File: config.mk
export PLATFORM = sky130hd
export DESIGN_NAME = instr_packer_flat
export DESIGN_NICKNAME = d
export VERILOG_FILES = /design/src/rtl/packer_pkg.sv /design/src/rtl/instr_packer_if.sv /design/src/rtl/op_encoder.sv /design/src/rtl/instr_packer.sv /design/src/flat_wrapper.sv
export SDC_FILE = /design/constraint.sdc
export NUM_CORES = 1
export LEC_CHECK = 0
export BUFFER_PORTS_ARGS = -buffer_cell sky130_fd_sc_hd__buf_4
export CAP_MARGIN = 20
export CORE_UTILIZATION = 51
export CTS_BUF_LIST = sky130_fd_sc_hd__clkbuf_8
export CTS_CLUSTER_SIZE = 10
export DETAILED_ROUTE_END_ITERATION = 7
export PLACE_DENSITY = 0.8
export RECOVER_POWER = 50
export SETUP_SLACK_MARGIN = 0.15
export SLEW_MARGIN = 25
export SYNTH_ARGS = -nofsm -noshare
export SYNTH_HDL_FRONTEND = slang
export SYNTH_SLANG_ARGS = --single-unit
export TNS_END_PERCENT = 1
File: constraint.sdc
create_clock -name Clk -period 1.6 [get_ports Clk]
set_input_delay 0.24 -clock Clk [delete_from_list [all_inputs] [get_ports Clk]]
set_output_delay 0.24 -clock Clk [all_outputs]
set_load 0.03 [all_outputs]
File: src/rtl/packer_pkg.sv
// packer_pkg: shared definitions for the program loader.
//   op_kind_e  - mnemonic descriptors accepted on the input stream (18 kinds)
//   OPC_*      - 4-bit machine opcodes, identical to what the control decoder consumes
//   state_e    - loader FSM states
package packer_pkg;

    typedef enum logic [4:0] {
        OP_LI, OP_LD, OP_ST, OP_MOV,
        OP_ADD, OP_SUB, OP_SHIFT, OP_XOR,
        OP_AND, OP_OR, OP_BANK, OP_JMP,
        OP_BEQ, OP_ANDI, OP_EXCESS, OP_LDR,
        OP_STR, OP_RDX
    } op_kind_e;

    localparam logic [3:0] OPC_LI     = 4'h0;
    localparam logic [3:0] OPC_LD     = 4'h1;
    localparam logic [3:0] OPC_ST     = 4'h2;
    localparam logic [3:0] OPC_MOV    = 4'h3;
    localparam logic [3:0] OPC_ADDSUB = 4'h4;
    localparam logic [3:0] OPC_SHIFT  = 4'h5;
    localparam logic [3:0] OPC_XOR    = 4'h6;
    localparam logic [3:0] OPC_ANDOR  = 4'h7;
    localparam logic [3:0] OPC_BANK   = 4'h8;
    localparam logic [3:0] OPC_JMP    = 4'h9;
    localparam logic [3:0] OPC_BEQ    = 4'hA;
    localparam logic [3:0] OPC_ANDI   = 4'hB;
    localparam logic [3:0] OPC_EXCESS = 4'hC;
    localparam logic [3:0] OPC_LDR    = 4'hD;
    localparam logic [3:0] OPC_STR    = 4'hE;
    localparam logic [3:0] OPC_RDX    = 4'hF;

    typedef enum logic [1:0] {ST_IDLE, ST_LOAD, ST_DONE, ST_ERR} state_e;

endpackage

File: src/rtl/instr_packer_if.sv
// instr_packer_if: descriptor stream into the packer.
//   in_valid / in_ready - handshake, beat accepted when both are high
//   in_op               - mnemonic (op_kind_e encoding, 5 bits; out-of-range values are illegal)
//   in_operand          - raw 5-bit operand
// master = descriptor source, slave = packer.
interface instr_packer_if;
    logic       in_valid;
    logic       in_ready;
    logic [4:0] in_op;
    logic [4:0] in_operand;

    modport master (output in_valid, in_op, in_operand, input in_ready);
    modport slave  (input in_valid, in_op, in_operand, output in_ready);
endinterface

File: src/rtl/op_encoder.sv
// op_encoder: combinational mnemonic -> machine word encoder.
//   in_op, in_operand - descriptor fields
//   word              - {opcode[3:0], operand[4:0]}
//   legal             - 0 for unknown mnemonics or a selector op with in_operand[4] set
module op_encoder
    import packer_pkg::*;
(
    input  logic [4:0] in_op,
    input  logic [4:0] in_operand,
    output logic [8:0] word,
    output logic       legal
);

    logic [3:0] opc;
    logic [4:0] opd;

    always_comb begin
        opc   = OPC_LI;
        opd   = in_operand;
        legal = 1'b1;
        case (in_op)
            OP_LI:     opc = OPC_LI;
            OP_LD:     opc = OPC_LD;
            OP_ST:     opc = OPC_ST;
            OP_MOV:    opc = OPC_MOV;
            // Selector ops share an opcode; the low operand bit picks ADD/AND (1) vs SUB/OR (0),
            // so only 4 bits of raw operand survive.
            OP_ADD: begin opc = OPC_ADDSUB; opd = {in_operand[3:0], 1'b1}; legal = !in_operand[4]; end
            OP_SUB: begin opc = OPC_ADDSUB; opd = {in_operand[3:0], 1'b0}; legal = !in_operand[4]; end
            OP_AND: begin opc = OPC_ANDOR;  opd = {in_operand[3:0], 1'b1}; legal = !in_operand[4]; end
            OP_OR:  begin opc = OPC_ANDOR;  opd = {in_operand[3:0], 1'b0}; legal = !in_operand[4]; end
            OP_SHIFT:  opc = OPC_SHIFT;
            OP_XOR:    opc = OPC_XOR;
            OP_BANK:   opc = OPC_BANK;
            OP_JMP:    opc = OPC_JMP;
            OP_BEQ:    opc = OPC_BEQ;
            OP_ANDI:   opc = OPC_ANDI;
            OP_EXCESS: opc = OPC_EXCESS;
            OP_LDR:    opc = OPC_LDR;
            OP_STR:    opc = OPC_STR;
            OP_RDX:    opc = OPC_RDX;
            default:   legal = 1'b0;
        endcase
        word = {opc, opd};
    end

endmodule

File: src/rtl/instr_packer.sv
// instr_packer: program loader. Encodes descriptors from the input stream and writes
// them to consecutive instruction-memory addresses starting at 0.
//   Clk, Reset        - clock, synchronous active-high reset
//   start, finish     - begin (clears counter) / end a load
//   in_if (slave)     - descriptor stream
//   mem_we/addr/wdata - registered instruction-memory write port
//   count             - words written in this load (saturates at 2**AW, never wraps)
//   busy/done/err     - state is LOAD / DONE / ERR
//   checksum          - XOR of written words; present only with PACKER_CHECKSUM_EN defined
module instr_packer
    import packer_pkg::*;
#(
    parameter int IW = 9,
    parameter int AW = 8
) (
    input  logic          Clk,
    input  logic          Reset,
    input  logic          start,
    input  logic          finish,
    instr_packer_if.slave in_if,
    output logic          mem_we,
    output logic [AW-1:0] mem_addr,
    output logic [IW-1:0] mem_wdata,
    output logic [AW:0]   count,
    output logic          busy,
    output logic          done,
    output logic          err
`ifdef PACKER_CHECKSUM_EN
    ,
    output logic [IW-1:0] checksum
`endif
);

    state_e        state_q, state_d;
    logic          accept, legal, write, restart;
    logic [8:0]    word;

    op_encoder u_enc (
        .in_op     (in_if.in_op),
        .in_operand(in_if.in_operand),
        .word      (word),
        .legal     (legal)
    );

    // count never exceeds 2**AW, so its MSB alone flags "full".
    assign in_if.in_ready = (state_q == ST_LOAD) && !count[AW] && !Reset;
    assign accept  = in_if.in_valid && in_if.in_ready;
    assign write   = accept && legal;
    assign restart = (state_q != ST_LOAD) && start;

    always_ff @(posedge Clk) begin
        if (Reset) state_q <= ST_IDLE;
        else       state_q <= state_d;
    end

    always_comb begin
        state_d = state_q;
        case (state_q)
            // A bad beat wins over a simultaneous finish.
            ST_LOAD: begin
                if (accept && !legal) state_d = ST_ERR;
                else if (finish)      state_d = ST_DONE;
            end
            default: if (start) state_d = ST_LOAD;
        endcase
    end

    always_ff @(posedge Clk) begin
        if (Reset) begin
            mem_we    <= 1'b0;
            mem_addr  <= '0;
            mem_wdata <= '0;
            count     <= '0;
        end else begin
            mem_we <= write;
            if (write) begin
                mem_addr  <= count[AW-1:0];
                mem_wdata <= IW'(word);
                count     <= count + 1'b1;
            end else if (restart) begin
                count <= '0;
            end
        end
    end

`ifdef PACKER_CHECKSUM_EN
    // Updated on the same edge as mem_wdata so it already includes the word on the bus.
    always_ff @(posedge Clk) begin
        if (Reset)        checksum <= '0;
        else if (write)   checksum <= checksum ^ IW'(word);
        else if (restart) checksum <= '0;
    end
`endif

    assign busy = (state_q == ST_LOAD);
    assign done = (state_q == ST_DONE);
    assign err  = (state_q == ST_ERR);

endmodule

File: src/flat_wrapper.sv
// flat-port wrapper written by rule: the top's interface ports become plain ports
module instr_packer_flat import packer_pkg::*;
#(
    parameter int IW = 9,
    parameter int AW = 8
)
  (Clk, Reset, start, finish, mem_we, mem_addr, mem_wdata, count, busy, done, err, in_if_in_valid, in_if_in_op, in_if_in_operand, in_if_in_ready);
  instr_packer_if in_if_i ();
  input  logic Clk;
  input  logic Reset;
  input  logic start;
  input  logic finish;
  output logic mem_we;
  output logic [AW-1:0] mem_addr;
  output logic [IW-1:0] mem_wdata;
  output logic [AW:0] count;
  output logic busy;
  output logic done;
  output logic err;
  input wire logic [$bits(in_if_i.in_valid)-1:0] in_if_in_valid;
  input wire logic [$bits(in_if_i.in_op)-1:0] in_if_in_op;
  input wire logic [$bits(in_if_i.in_operand)-1:0] in_if_in_operand;
  output wire logic [$bits(in_if_i.in_ready)-1:0] in_if_in_ready;
  assign in_if_i.in_valid = in_if_in_valid;
  assign in_if_i.in_op = in_if_in_op;
  assign in_if_i.in_operand = in_if_in_operand;
  assign in_if_in_ready = in_if_i.in_ready;
  instr_packer #(.IW(IW), .AW(AW)) u_core (.Clk(Clk), .Reset(Reset), .start(start), .finish(finish), .in_if(in_if_i), .mem_we(mem_we), .mem_addr(mem_addr), .mem_wdata(mem_wdata), .count(count), .busy(busy), .done(done), .err(err));
endmodule
==> results of run 1 <==
[critical path: cells and delay by family (launching register included)]
family | cells | cell delay, ns
DFF | 1 | 0.32
buffers and inverters | 2 | 0.31
and+or+nand+nor | 3 | 0.57
AOI/OAI and AO/OA | 2 | 0.28
[worst max path at each step]
stage / slack [ns] / to / from
2_1_floorplan: -0.08 / u_core.count[2]$_SDFFE_PP0P_ / u_core.state_q[1]$_SDFFE_PP0P_
6_report: 0.05 / u_core.count[5]$_SDFFE_PP0P_ / u_core.state_q[1]$_SDFFE_PP0P_
5_1_grt: 0.001 / u_core.count[2]$_SDFFE_PP0P_ / u_core.state_q[1]$_SDFFE_PP0P_
3_5_place_dp: -0.01 / u_core.count[7]$_SDFFE_PP0P_ / u_core.state_q[1]$_SDFFE_PP0P_
3_3_place_gp: 0.07 / u_core.count[7]$_SDFFE_PP0P_ / u_core.state_q[0]$_SDFFE_PP0P_
4_1_cts: 0.09 / u_core.count[7]$_SDFFE_PP0P_ / u_core.state_q[1]$_SDFFE_PP0P_
[placed cells by master, fill, tap and decap left out, types with 4 or more instances in the layout]
master,n
sky130_fd_sc_hd__a211oi_1,5
sky130_fd_sc_hd__clkbuf_8,7
sky130_fd_sc_hd__buf_4,28
sky130_fd_sc_hd__nand2b_1,5
sky130_fd_sc_hd__dfxtp_1,27
sky130_fd_sc_hd__inv_1,4
sky130_fd_sc_hd__mux2i_1,4
sky130_fd_sc_hd__nand2_1,22
sky130_fd_sc_hd__clkbuf_1,28
sky130_fd_sc_hd__a21oi_1,15
sky130_fd_sc_hd__nor3_1,5
sky130_fd_sc_hd__nand3_1,8
sky130_fd_sc_hd__nor2_1,19
[per-layer routing]
layer	global-route usage, %	vias to the layer above
met5	0	-
met1	27.71	642
li1	-	698
met2	44.58	38
met3	6.389	7
met4	14.96	0
[power breakdown]
group          internal [mW]  total, mW  switching, mW  leakage [nW]
Sequential             0.734      0.743        0.00827         0.235
Combinational         0.0934      0.223          0.130         0.458
Clock                  0.388      0.665          0.277        0.0542
[flip-flops by register name (all words and copies together), names as in the netlist]
signal,flops
u_core.count,9
u_core.mem_wdata,9
u_core.mem_addr,8
u_core.state_q,2
u_core.mem_we,1
[logic make-up (layout without fill, tap and decap cells)]
group	count (synthesis)	count (layout)	synth area share, %
xor+xnor	3	3	1.852
compound gates	40	40	21.34
buf+inv	16	74	6.173
simple gates	74	74	26.01
flops	29	29	40.92
mux	4	4	2.822
fa+ha+maj	1	1	0.8817
[through the flow]
| step | std cells | setup TNS [ns] | utilization, % | setup slack, ns | hold slack, ns |
|---|---|---|---|---|---|
| 3_3_place_gp | 238 | 0 | 71.04 | 0.07045 | 0.4471 |
| 2_1_floorplan | 167 | -1.230 | - | -0.08009 | 0.3877 |
| 5_1_grt | 255 | 0 | 74.58 | 0.0009688 | 0.2579 |
| 6_report | 255 | 0 | 74.58 | 0.05273 | 0.2444 |
| 4_1_cts | 255 | 0 | 78.71 | 0.09267 | 0.2422 |
| 3_5_place_dp | 238 | -0.009907 | 71.04 | -0.009907 | 0.4512 |
[final cells by class]
| type | instances | area (um^2) |
|---|---|---|
| Clock buffer | 7 | 96.34 |
| Inverter | 6 | 27.53 |
| Multi-Input combinational cell | 122 | 770.7 |
| Timing Repair Buffer | 60 | 377.9 |
| Fill cell | 214 | 646.9 |
| Clock inverter | 1 | 5.005 |
| Sequential cell | 29 | 583.1 |
| Tap cell | 30 | 37.54 |
[what timing repair did]
action	4_1_cts	5_1_grt
resized for setup	8	0
pin swaps	4	0
hold buffers	0	0
endpoints found under the setup margin	21	26
setup buffers	9	0
==> summary.log, run 1 <==
[placement] IO buf count 45
[power_and_ir_drop] worst vdd ir 0.0007758 V
[timing] Hold Vio Cnt, Final 0
[min_path] Worst Hold Depth 3
[yosys] Async SR Flop Fraction 0%
[global_routing] Total GRT Usage 25.65%
[drt] Via Count 1385
[global_routing] first-pass GRT wire length 5382 um
[placement] instance area after placement 1808 um^2
[yosys] synth cell count leaders sky130_fd_sc_hd__dfxtp_1 (29), sky130_fd_sc_hd__nand2_1 (22), sky130_fd_sc_hd__nor2_1 (19)
[clock_tree] worst-skew pair later-pin latency 0.28 ns
[yosys] netlist area before placement 1419 um^2
[floorplanning] effective utilization at floorplan 55.75%
[min_path] start point of the worst hold path in_if_in_valid
[drt] average vias per placed instance 5.431
[placement] Placer Congestion 0.8462
[drt] met2 WL 1741 um
[layout] Area Growth Syn to Fin 33.77%
[floorplanning] Die ar. 2997 um^2
[drt] met3 layer wire length in the routed design 160 um
[floorplanning] die width 54.75 um
[timing] headroom to the max-slew limit 74.27%
[yosys] area share of the leading cell type in the synthesized netlist 40.92%
[setup_path] reg-to-reg endpoint u_core.count[5]$_SDFFE_PP0P_
[global_routing] via count of the first global-routing pass 1271
[setup_path] r2r startpoint u_core.state_q[1]$_SDFFE_PP0P_
[drt] highest routed metal layer met4
[drt] final WL 3428 um
[drt] first-pass detailed-route iteration total 4
[yosys] leading register cell type out of synthesis sky130_fd_sc_hd__dfxtp_1
[setup_path] Crit path required time 1.83 ns
[yosys] mean instance size in the synthesized netlist 8.496 um^2
[yosys] proportion of synthesized chip area in sequential cells 40.92%
[setup_path] type of origin of the critical path flip-flop
[setup_path] Critical-path top delay cell sky130_fd_sc_hd__dfxtp_2
[timing] share of the clock period used by the worst path 96.70%
[setup_path] worst setup path category flip-flop to flip-flop
[power_and_ir_drop] Power Density 859.2 nW/um^2
[power_and_ir_drop] Overall Power 1.631 mW
[timing] Setup Skew 0.003721 ns
[clock_tree] cts bufs inserted 5
[drt] DRC violation total after the first TritonRoute iteration 35
[layout] ratio of cells with drive above 1 in the final layout 25.33%
[yosys] top post-synthesis cells by area sky130_fd_sc_hd__dfxtp_1 (41%), sky130_fd_sc_hd__nand2_1 (5.8%), sky130_fd_sc_hd__a21oi_1 (5.3%)
[clock_tree] clock tree buffer depth 2
[setup_path] critical path's largest stage delay 0.32 ns
[timing] unrepaired setup endpoints after global routing true
[global_routing] maximum number of pins on one net before global-route repair 25
[run_status] status finished, final reports clean
[yosys] Yosys warning total 0
[clock_tree] master cell of the clock root buffer sky130_fd_sc_hd__clkbuf_8
[clock_tree] clock tree from TritonCTS yes
[setup_path] cells along the critical path nand2b_4, nor3_4, o211ai_4, buf_12, buf_4, nor3b_2, a221o_1
[timing] final-report max-slew violation count 0
[timing] Tightest Pin Transition 0.3876 ns
[setup_path] kind of capture point of the worst setup path flip-flop
[yosys] number of enable-type register cells in the synthesized netlist 0
[setup_path] depth of the worst register-to-register path 7
[timing] final setup violation count 0
[placement] Final HPWL DP 2258 um
[timing] final critical path time including I/O delays and setup 1.547 ns
[setup_path] data arrival time of the critical path 1.78 ns
[drt] Post-route DRC 0
[clock_tree] clock slew at reported path FFs 0.06 ns
[layout] antenna cell count 0
[floorplanning] top-level I/O count 46
[setup_path] largest fanout on the critical path 8
[floorplanning] Rows 18
[global_routing] antenna violations before repair 0
[setup_path] setup slack, reg-to-reg 0.05 ns
[layout] number of nets at the end of the flow 240
[min_path] Hold Path Sink u_core.state_q[0]$_SDFFE_PP0P_
[timing] maximum clock rate 0.6463 GHz
[yosys] number of nets in the synthesized netlist 183
[min_path] worst hold path class input port to flip-flop
[yosys] Distinct cells, synth 43
[clock_tree] CTS H-tree depth 2
[yosys] cell type with the highest aggregate area in the netlist sky130_fd_sc_hd__dfxtp_1
[drt] post-detailed-route count of antenna-violating nets 0
[floorplanning] Std-Cell Core Area 2545 um^2
[global_routing] aggregate global routing overflow 0
[drt] Routed met1 length 1470 um
[drt] WL/cell 13.44 um
[yosys] cell with the most instances after synthesis sky130_fd_sc_hd__dfxtp_1
[clock_tree] number of sinks on the clock net 29
[yosys] post-synthesis register bit count 29
[power_and_ir_drop] total leakage power 0.7467 nW
[job] number of maximum-capacitance violations 0
[floorplanning] Die H 54.75 um
[yosys] post-synthesis cell count 167
[layout] Design Area, Final 1898 um^2
Note: power is estimated with default switching activity, not from simulation.
==> run 2, diff against run 1 <==
Settings changed: CORE_UTILIZATION 51 to 52, GPL_ROUTABILITY_DRIVEN from default to 0, PLACE_DENSITY 0.8 to 0.82.
==> run 2 against run 1 <==
  * Clock power increased by 15%
  * Global-route usage rose by 1.1 points
  * Final area is 0.33% higher
  * Hold slack got worse by 0.010 ns
  * Largest cell class unchanged
  * Final cell count shrank 1.2%
  * Utilization is 0.91 points higher
  * Sequential share of layout area is 0.10 points lower
==> summary.log, run 2 (synthesized netlist as in run 1, its figures left out) <==
[power_and_ir_drop] fraction of power consumed by combinational cells 13.0% [-0.7 points]
[clock_tree] cts bufs inserted 5 [unchanged]
[layout] Area Growth Syn to Fin 34.22%
[layout] antenna cell count 0 [unchanged]
[power_and_ir_drop] Net Sw Power 0.4364 mW [+5.1%]
[layout] commonest cells after routing, fill and taps aside sky130_fd_sc_hd__dfxtp_1 (27), sky130_fd_sc_hd__buf_4 (26), sky130_fd_sc_hd__clkbuf_1 (26)
[global_routing] aggregate global routing overflow 0 [unchanged]
[timing] share of the clock period used by the worst path 93.74% [-3.0 points]
[timing] setup TNS after final layout 0 ns [unchanged]
[drt] DRC violation total after the first TritonRoute iteration 36 [+2.9%]
[power_and_ir_drop] switching power as a share of total power 25.25% [-0.21 points]
[setup_path] largest fanout on the critical path 3 [-5]
[clock_tree] cts hold-fix bufs 0 [unchanged]
[timing] maximum clock rate 0.6667 GHz [+3.2%]
[job] number of maximum-capacitance violations 0 [unchanged]
[global_routing] via count of the first global-routing pass 1279 [+0.63%]
[setup_path] critical path capture point in_if_in_ready
[timing] Hold Slack 0.2340 ns [-0.01036 ns]
[setup_path] worst setup path category flip-flop to primary output
[timing] least setup slack across all paths after layout 0.1002 ns [+0.04746 ns]
[power_and_ir_drop] worst vdd ir 0.0008611 V [+11%]
[min_path] Worst Hold Depth 3 [unchanged]
[setup_path] data arrival time of the critical path 1.26 ns [-0.52 ns]
[run_status] status finished, final reports clean
[layout] fill cell total of the finished layout 197 [-7.9%]
[drt] post-detailed-route count of antenna-violating nets 0 [unchanged]
[min_path] worst hold path class input port to flip-flop
[placement] total placed cells including tap cells 239 [+0.42%]
[floorplanning] effective utilization at floorplan 56.25% [+0.50 points]
[global_routing] Total GRT Usage 26.74% [+1.1 points]
[setup_path] depth of the worst register-to-register path 6 [-1]
[layout] final non-filler cell total 252 [-1.2%]
[timing] headroom to the max-slew limit 74.43% [+0.16 points]
[timing] final setup violation count 0 [unchanged]
[drt] first-pass detailed-route iteration total 4 [unchanged]
[drt] Via Count 1391 [+0.43%]
[setup_path] Crit path required time 1.36 ns [-0.47 ns]
[global_routing] first-pass GRT wire length 5499 um [+2.2%]
[floorplanning] Die ar. 2941 um^2 [-1.9%]
[setup_path] r2r startpoint u_core.state_q[1]$_SDFFE_PP0P_
[clock_tree] clock slew at reported path FFs 0.06 ns [about the same]
[power_and_ir_drop] total leakage power 0.7425 nW [-0.56%]
[setup_path] kind of capture point of the worst setup path primary output
[timing] unrepaired setup endpoints after global routing true
[placement] IO buf count 45 [unchanged]
[power_and_ir_drop] Power Density 907.6 nW/um^2 [+5.6%]
[clock_tree] worst-skew pair later-pin latency 0.28 ns [about the same]
[placement] Final HPWL DP 2395 um [+6.1%]
[drt] average vias per placed instance 5.520 [+1.6%]
[clock_tree] clock tree buffer depth 2 [unchanged]
[clock_tree] master cell of the clock root buffer sky130_fd_sc_hd__clkbuf_8
[clock_tree] clock tree from TritonCTS yes
[setup_path] launch point of the critical path u_core.state_q[1]$_SDFFE_PP0P_
[power_and_ir_drop] part of the power in registers 42.9% [-2.6 points]
[layout] ratio of cells with drive above 1 in the final layout 25.23% [-0.11 points]
[power_and_ir_drop] portion of total power attributed to the clock network 44.1% [+3.3 points]
[clock_tree] CTS H-tree depth 2 [unchanged]
[global_routing] maximum number of pins on one net before global-route repair 25 [unchanged]
[timing] final-report max-slew violation count 0 [unchanged]
[layout] leading cell type in the layout, fill and taps excluded sky130_fd_sc_hd__dfxtp_1
[floorplanning] top-level I/O count 46 [unchanged]
[setup_path] setup slack, reg-to-reg 0.12 ns [+0.07 ns]
[setup_path] reg-to-reg endpoint u_core.count[5]$_SDFFE_PP0P_
[drt] Post-route DRC 0 [unchanged]
[timing] final critical path time including I/O delays and setup 1.500 ns [-0.04746 ns]
[layout] number of nets at the end of the flow 237 [-1.3%]
[timing] Setup Skew 0.001145 ns [-0.002577 ns]
[timing] Hold Vio Cnt, Final 0 [unchanged]
[clock_tree] number of sinks on the clock net 29 [unchanged]
[global_routing] antenna violations before repair 0 [unchanged]
[drt] final WL 3510 um [+2.4%]
[floorplanning] Rows 18 [unchanged]
[layout] largest registers u_core.count (9), u_core.mem_wdata (9), u_core.mem_addr (8)
[floorplanning] die width 54.24 um [-0.93%]
[floorplanning] Std-Cell Core Area 2522 um^2 [-0.88%]
[floorplanning] Die H 54.24 um [-0.93%]
[setup_path] type of origin of the critical path flip-flop
[placement] post-place setup slack 0.02369 ns [+0.03360 ns]
[drt] WL/cell 13.93 um [+3.6%]
[timing] Tightest Pin Transition 0.3852 ns [-0.002427 ns]
[power_and_ir_drop] cell-internal power 1.292 mW [+6.3%]
## run 2: cell types whose count changed in the layout (fill, tap and decap cells not counted), sizes merged
cell / delta
clkbuf: -3
buf: -2
bufinv: +1
clkinvlp: +1
## run 2: timing repair
action,CTS,global route
cloned,0,1
resized for setup,3,5
pin swaps,1,2
setup buffers,4,0
setup endpoints to repair,21,21
## run 2: how the worst min path moves through the flow
stage                     slack [ns]                            start                               to
after floorplan                 0.39                   in_if_in_valid   u_core.state_q[0]$_SDFFE_PP0P_
after global placement          0.45  u_core.mem_addr[1]$_SDFFE_PP0P_  u_core.mem_addr[1]$_SDFFE_PP0P_
after detailed placement        0.45  u_core.mem_addr[7]$_SDFFE_PP0P_  u_core.mem_addr[7]$_SDFFE_PP0P_
after CTS                       0.23                   in_if_in_valid   u_core.state_q[0]$_SDFFE_PP0P_
after global routing            0.23                   in_if_in_valid   u_core.state_q[0]$_SDFFE_PP0P_
final                           0.23                   in_if_in_valid   u_core.state_q[0]$_SDFFE_PP0P_
## run 2: worst max-delay path: stages, from the launching register on
cell and delay [ns]:
sky130_fd_sc_hd__dfxtp_2 0.32, sky130_fd_sc_hd__nand2b_4 0.14, sky130_fd_sc_hd__nor3_4 0.25, sky130_fd_sc_hd__buf_6 0.14
sky130_fd_sc_hd__buf_6 0.12
## run 2: metrics by stage
step | utilization, % | instance area, um^2 | power [mW]
after floorplan | - | 1425 | 0.8937
after global placement | 71.48 | 1803 | 0.9628
after CTS | 77.58 | 1957 | 1.734
after global routing | 75.50 | 1904 | 1.793
final | 75.50 | 1904 | 1.728
after detailed placement | 71.48 | 1803 | 0.9689
## run 2: routing by layer
layer / part of all wire [%] / routed length, um / global-route usage, %
met2: 51 / 1779 / 45.12
met1: 43 / 1492 / 30.72
met3: 5.4 / 190 / 9.722
met4: 1.3 / 47 / 9.829
met5: 0 / 0 / 0
## run 2: power by group through the flow
| stage | registers (mW) | logic (mW) | clock network [mW] |
|---|---|---|---|
| finish | 0.742 | 0.224 | 0.762 |
| global route | 0.744 | 0.241 | 0.808 |
| CTS | 0.742 | 0.221 | 0.771 |
| detailed placement | 0.759 | 0.210 | 0 |
| global placement | 0.757 | 0.205 | 0 |
| floorplan | 0.772 | 0.121 | 0 |
## run 2: area by class of cell
class,instances,area (um^2),area share [%]
multi-input combinational,122,772.0,40.54
sequential,29,583.1,30.62
timing repair buffer,57,371.6,19.51
clock buffer,5,68.82,3.614
clock inverter,3,46.29,2.431
tap,30,37.54,1.971
inverter,6,25.02,1.314
==> run 3, diff against run 2 <==
Settings changed: PLACE_DENSITY 0.82 to 0.87.
==> run 3 against run 2 <==
  * Combinational power about the same
  * Wire length up 4.4%
  * Via count up 0.72%
  * Non-clock buffer count up 3
  * Critical endpoint unchanged
  * Final area down 3.4%
  * Utilization down 2.6 points
  * Clock skew up 0.0047 ns
  * Clock power down 29%
  * Maximum frequency down 1.9%
  * Clock-buffer cell count unchanged
  * Die area unchanged
==> summary.log, run 3 (synthesized netlist as in run 1, its figures left out) <==
[timing] share of the clock period used by the worst path 95.53% [+1.8 points]
[layout] leading cell type in the layout, fill and taps excluded sky130_fd_sc_hd__clkbuf_1
[setup_path] Critical-path top delay cell sky130_fd_sc_hd__dfxtp_2
[setup_path] type of origin of the critical path flip-flop
[clock_tree] number of sinks on the clock net 29 [unchanged]
[setup_path] worst setup path category flip-flop to primary output
[global_routing] first-pass GRT wire length 5644 um [+2.6%]
[layout] Design Area, Final 1839 um^2 [-3.4%]
[placement] instance area after placement 1818 um^2 [+0.83%]
[timing] least setup slack across all paths after layout 0.07155 ns [-0.02863 ns]
[setup_path] Crit path depth 4 [unchanged]
[power_and_ir_drop] worst vdd ir 0.0009268 V [+7.6%]
[timing] headroom to the max-slew limit 74.07% [-0.37 points]
[clock_tree] clock tree buffer depth 2 [unchanged]
[run_status] status finished, final reports clean
[global_routing] antenna violations before repair 0 [unchanged]
[clock_tree] CTS H-tree depth 2 [unchanged]
[drt] final WL 3664 um [+4.4%]
[setup_path] cells along the critical path nand2b_4, nor3_4, clkbuf_1, buf_6
[global_routing] maximum number of pins on one net before global-route repair 25 [unchanged]
[clock_tree] clock slew at reported path FFs 0.06 ns [about the same]
[timing] final critical path time including I/O delays and setup 1.528 ns [+0.02863 ns]
[timing] Tightest Pin Transition 0.3907 ns [+0.005519 ns]
[timing] unrepaired setup endpoints after global routing true
[job] number of maximum-capacitance violations 0 [unchanged]
[drt] Post-route DRC 0 [unchanged]
[global_routing] aggregate global routing overflow 0 [unchanged]
[floorplanning] Rows 18 [unchanged]
[timing] maximum clock rate 0.6543 GHz [-1.9%]
[clock_tree] master cell of the clock root buffer sky130_fd_sc_hd__clkbuf_8
[clock_tree] cts bufs inserted 5 [unchanged]
[drt] first-pass detailed-route iteration total 4 [unchanged]
[floorplanning] effective utilization at floorplan 56.25% [unchanged]
[setup_path] depth of the worst register-to-register path 5 [-1]
[global_routing] via count of the first global-routing pass 1273 [-0.47%]
[drt] post-detailed-route count of antenna-violating nets 0 [unchanged]
[drt] average vias per placed instance 5.538 [+0.32%]
[drt] Via Count 1401 [+0.72%]
[power_and_ir_drop] Power Density 820.4 nW/um^2 [-9.6%]
[setup_path] Worst Path Buf+Inv 2 [unchanged]
[layout] final standard cell utilization of the core 72.92% [-2.6 points]
[layout] antenna cell count 0 [unchanged]
[timing] final setup violation count 0 [unchanged]
[layout] number of nets at the end of the flow 240 [+1.3%]
[min_path] Worst Hold Depth 3 [unchanged]
[setup_path] largest fanout on the critical path 2 [-1]
[setup_path] Crit path required time 1.36 ns [about the same]
[clock_tree] clock tree from TritonCTS yes
[timing] final-report max-slew violation count 0 [unchanged]
[layout] commonest cells after routing, fill and taps aside sky130_fd_sc_hd__clkbuf_1 (29), sky130_fd_sc_hd__buf_4 (28), sky130_fd_sc_hd__dfxtp_1 (27)
[floorplanning] die width 54.24 um [unchanged]
[layout] ratio of cells with drive above 1 in the final layout 22.87% [-2.4 points]
[timing] Hold Vio Cnt, Final 0 [unchanged]
[global_routing] Total GRT Usage 27.53% [+0.78 points]
[setup_path] kind of capture point of the worst setup path primary output
[placement] IO buf count 45 [unchanged]
[setup_path] critical path's largest stage delay 0.32 ns [about the same]
[layout] largest registers u_core.count (9), u_core.mem_wdata (9), u_core.mem_addr (8)
[floorplanning] Std-Cell Core Area 2522 um^2 [unchanged]
[timing] Setup Skew 0.005834 ns [+0.004689 ns]
[min_path] worst hold path class input port to flip-flop
[drt] DRC violation total after the first TritonRoute iteration 34 [-5.6%]
[placement] Final HPWL DP 2582 um [+7.8%]
[floorplanning] Die ar. 2941 um^2 [unchanged]
[floorplanning] top-level I/O count 46 [unchanged]
[drt] WL/cell 14.48 um [+4.0%]
[floorplanning] Die H 54.24 um [unchanged]
[placement] post-place setup slack 0.04666 ns [+0.02297 ns]
[power_and_ir_drop] total leakage power 0.7190 nW [-3.2%]
[clock_tree] cts hold-fix bufs 0 [unchanged]
[clock_tree] worst-skew pair later-pin latency 0.28 ns [about the same]
[setup_path] family with the most delay on the worst path simple AND/OR/NAND/NOR gates
[layout] Area Growth Syn to Fin 29.63%
[setup_path] data arrival time of the critical path 1.29 ns [+0.03 ns]
run 3: cell count changes in the layout (fill, tap and decap cells not counted), moves of 2 or more:
cell | before | now
sky130_fd_sc_hd__buf_4 | 26 | 28
sky130_fd_sc_hd__a211oi_1 | 4 | 6
sky130_fd_sc_hd__clkbuf_1 | 26 | 29
sky130_fd_sc_hd__a211oi_2 | 2 | 0
run 3: worst paths after layout:
path,from,to,slack (ns)
setup / recovery,u_core.state_q[1]$_SDFFE_PP0P_,in_if_in_ready,0.07
hold / removal,in_if_in_operand[0],u_core.mem_wdata[0]$_SDFFE_PP0P_,0.26
setup reg to reg,u_core.count[1]$_SDFFE_PP0P_,u_core.count[6]$_SDFFE_PP0P_,0.15
hold reg to reg,u_core.mem_addr[6]$_SDFFE_PP0P_,u_core.mem_addr[6]$_SDFFE_PP0P_,0.46
run 3: metrics by stage:
stage | cells | total power, mW | setup TNS [ns] | hold slack, ns
floorplan | 167 | 0.8937 | -1.230 | 0.3877
global placement | 241 | 0.9640 | 0 | 0.4458
detailed placement | 241 | 0.9750 | 0 | 0.4526
CTS | 253 | 1.523 | 0 | 0.2461
global route | 253 | 1.555 | 0 | 0.2576
finish | 253 | 1.509 | 0 | 0.2604
run 3: worst register-to-register path: cells and delay by family (launching register included):
kind | cells | cell delay (ns)
AOI/OAI and AO/OA | 1 | 0.23
adders and majority gates | 1 | 0.19
DFF | 1 | 0.35
and+or+nand+nor | 3 | 0.57
run 3: what timing repair did:
action,CTS,global route
endpoints found under the setup margin,23,24
setup buffers,6,0
pin swaps,2,0
gates cloned,0,0
resized for setup,4,1
endpoints found under the hold margin,0,0
run 3: where the power goes:
part | internal, mW | switching, mW | total [mW]
logic | 0.0908 | 0.133 | 0.224
clock network | 0.285 | 0.257 | 0.542
registers | 0.735 | 0.00827 | 0.743
run 3: metal layers:
metal  part of all wire, %  vias to the layer above  track usage [%]
met1                    41                      660            31.63
met4                   1.3                        0            8.974
met5                     0                        -                0
met2                    52                       41            47.56
li1                      -                      694                -
met3                   5.2                        6            9.167
run 3: cell type report:
type / instances / area (um^2)
Clock buffer: 5 / 68.82
Clock inverter: 1 / 5.005
Fill cell: 213 / 683.2
Inverter: 6 / 27.53
Multi-Input combinational cell: 122 / 755.7
Sequential cell: 29 / 583.1
Tap cell: 30 / 37.54
Timing Repair Buffer: 60 / 361.6
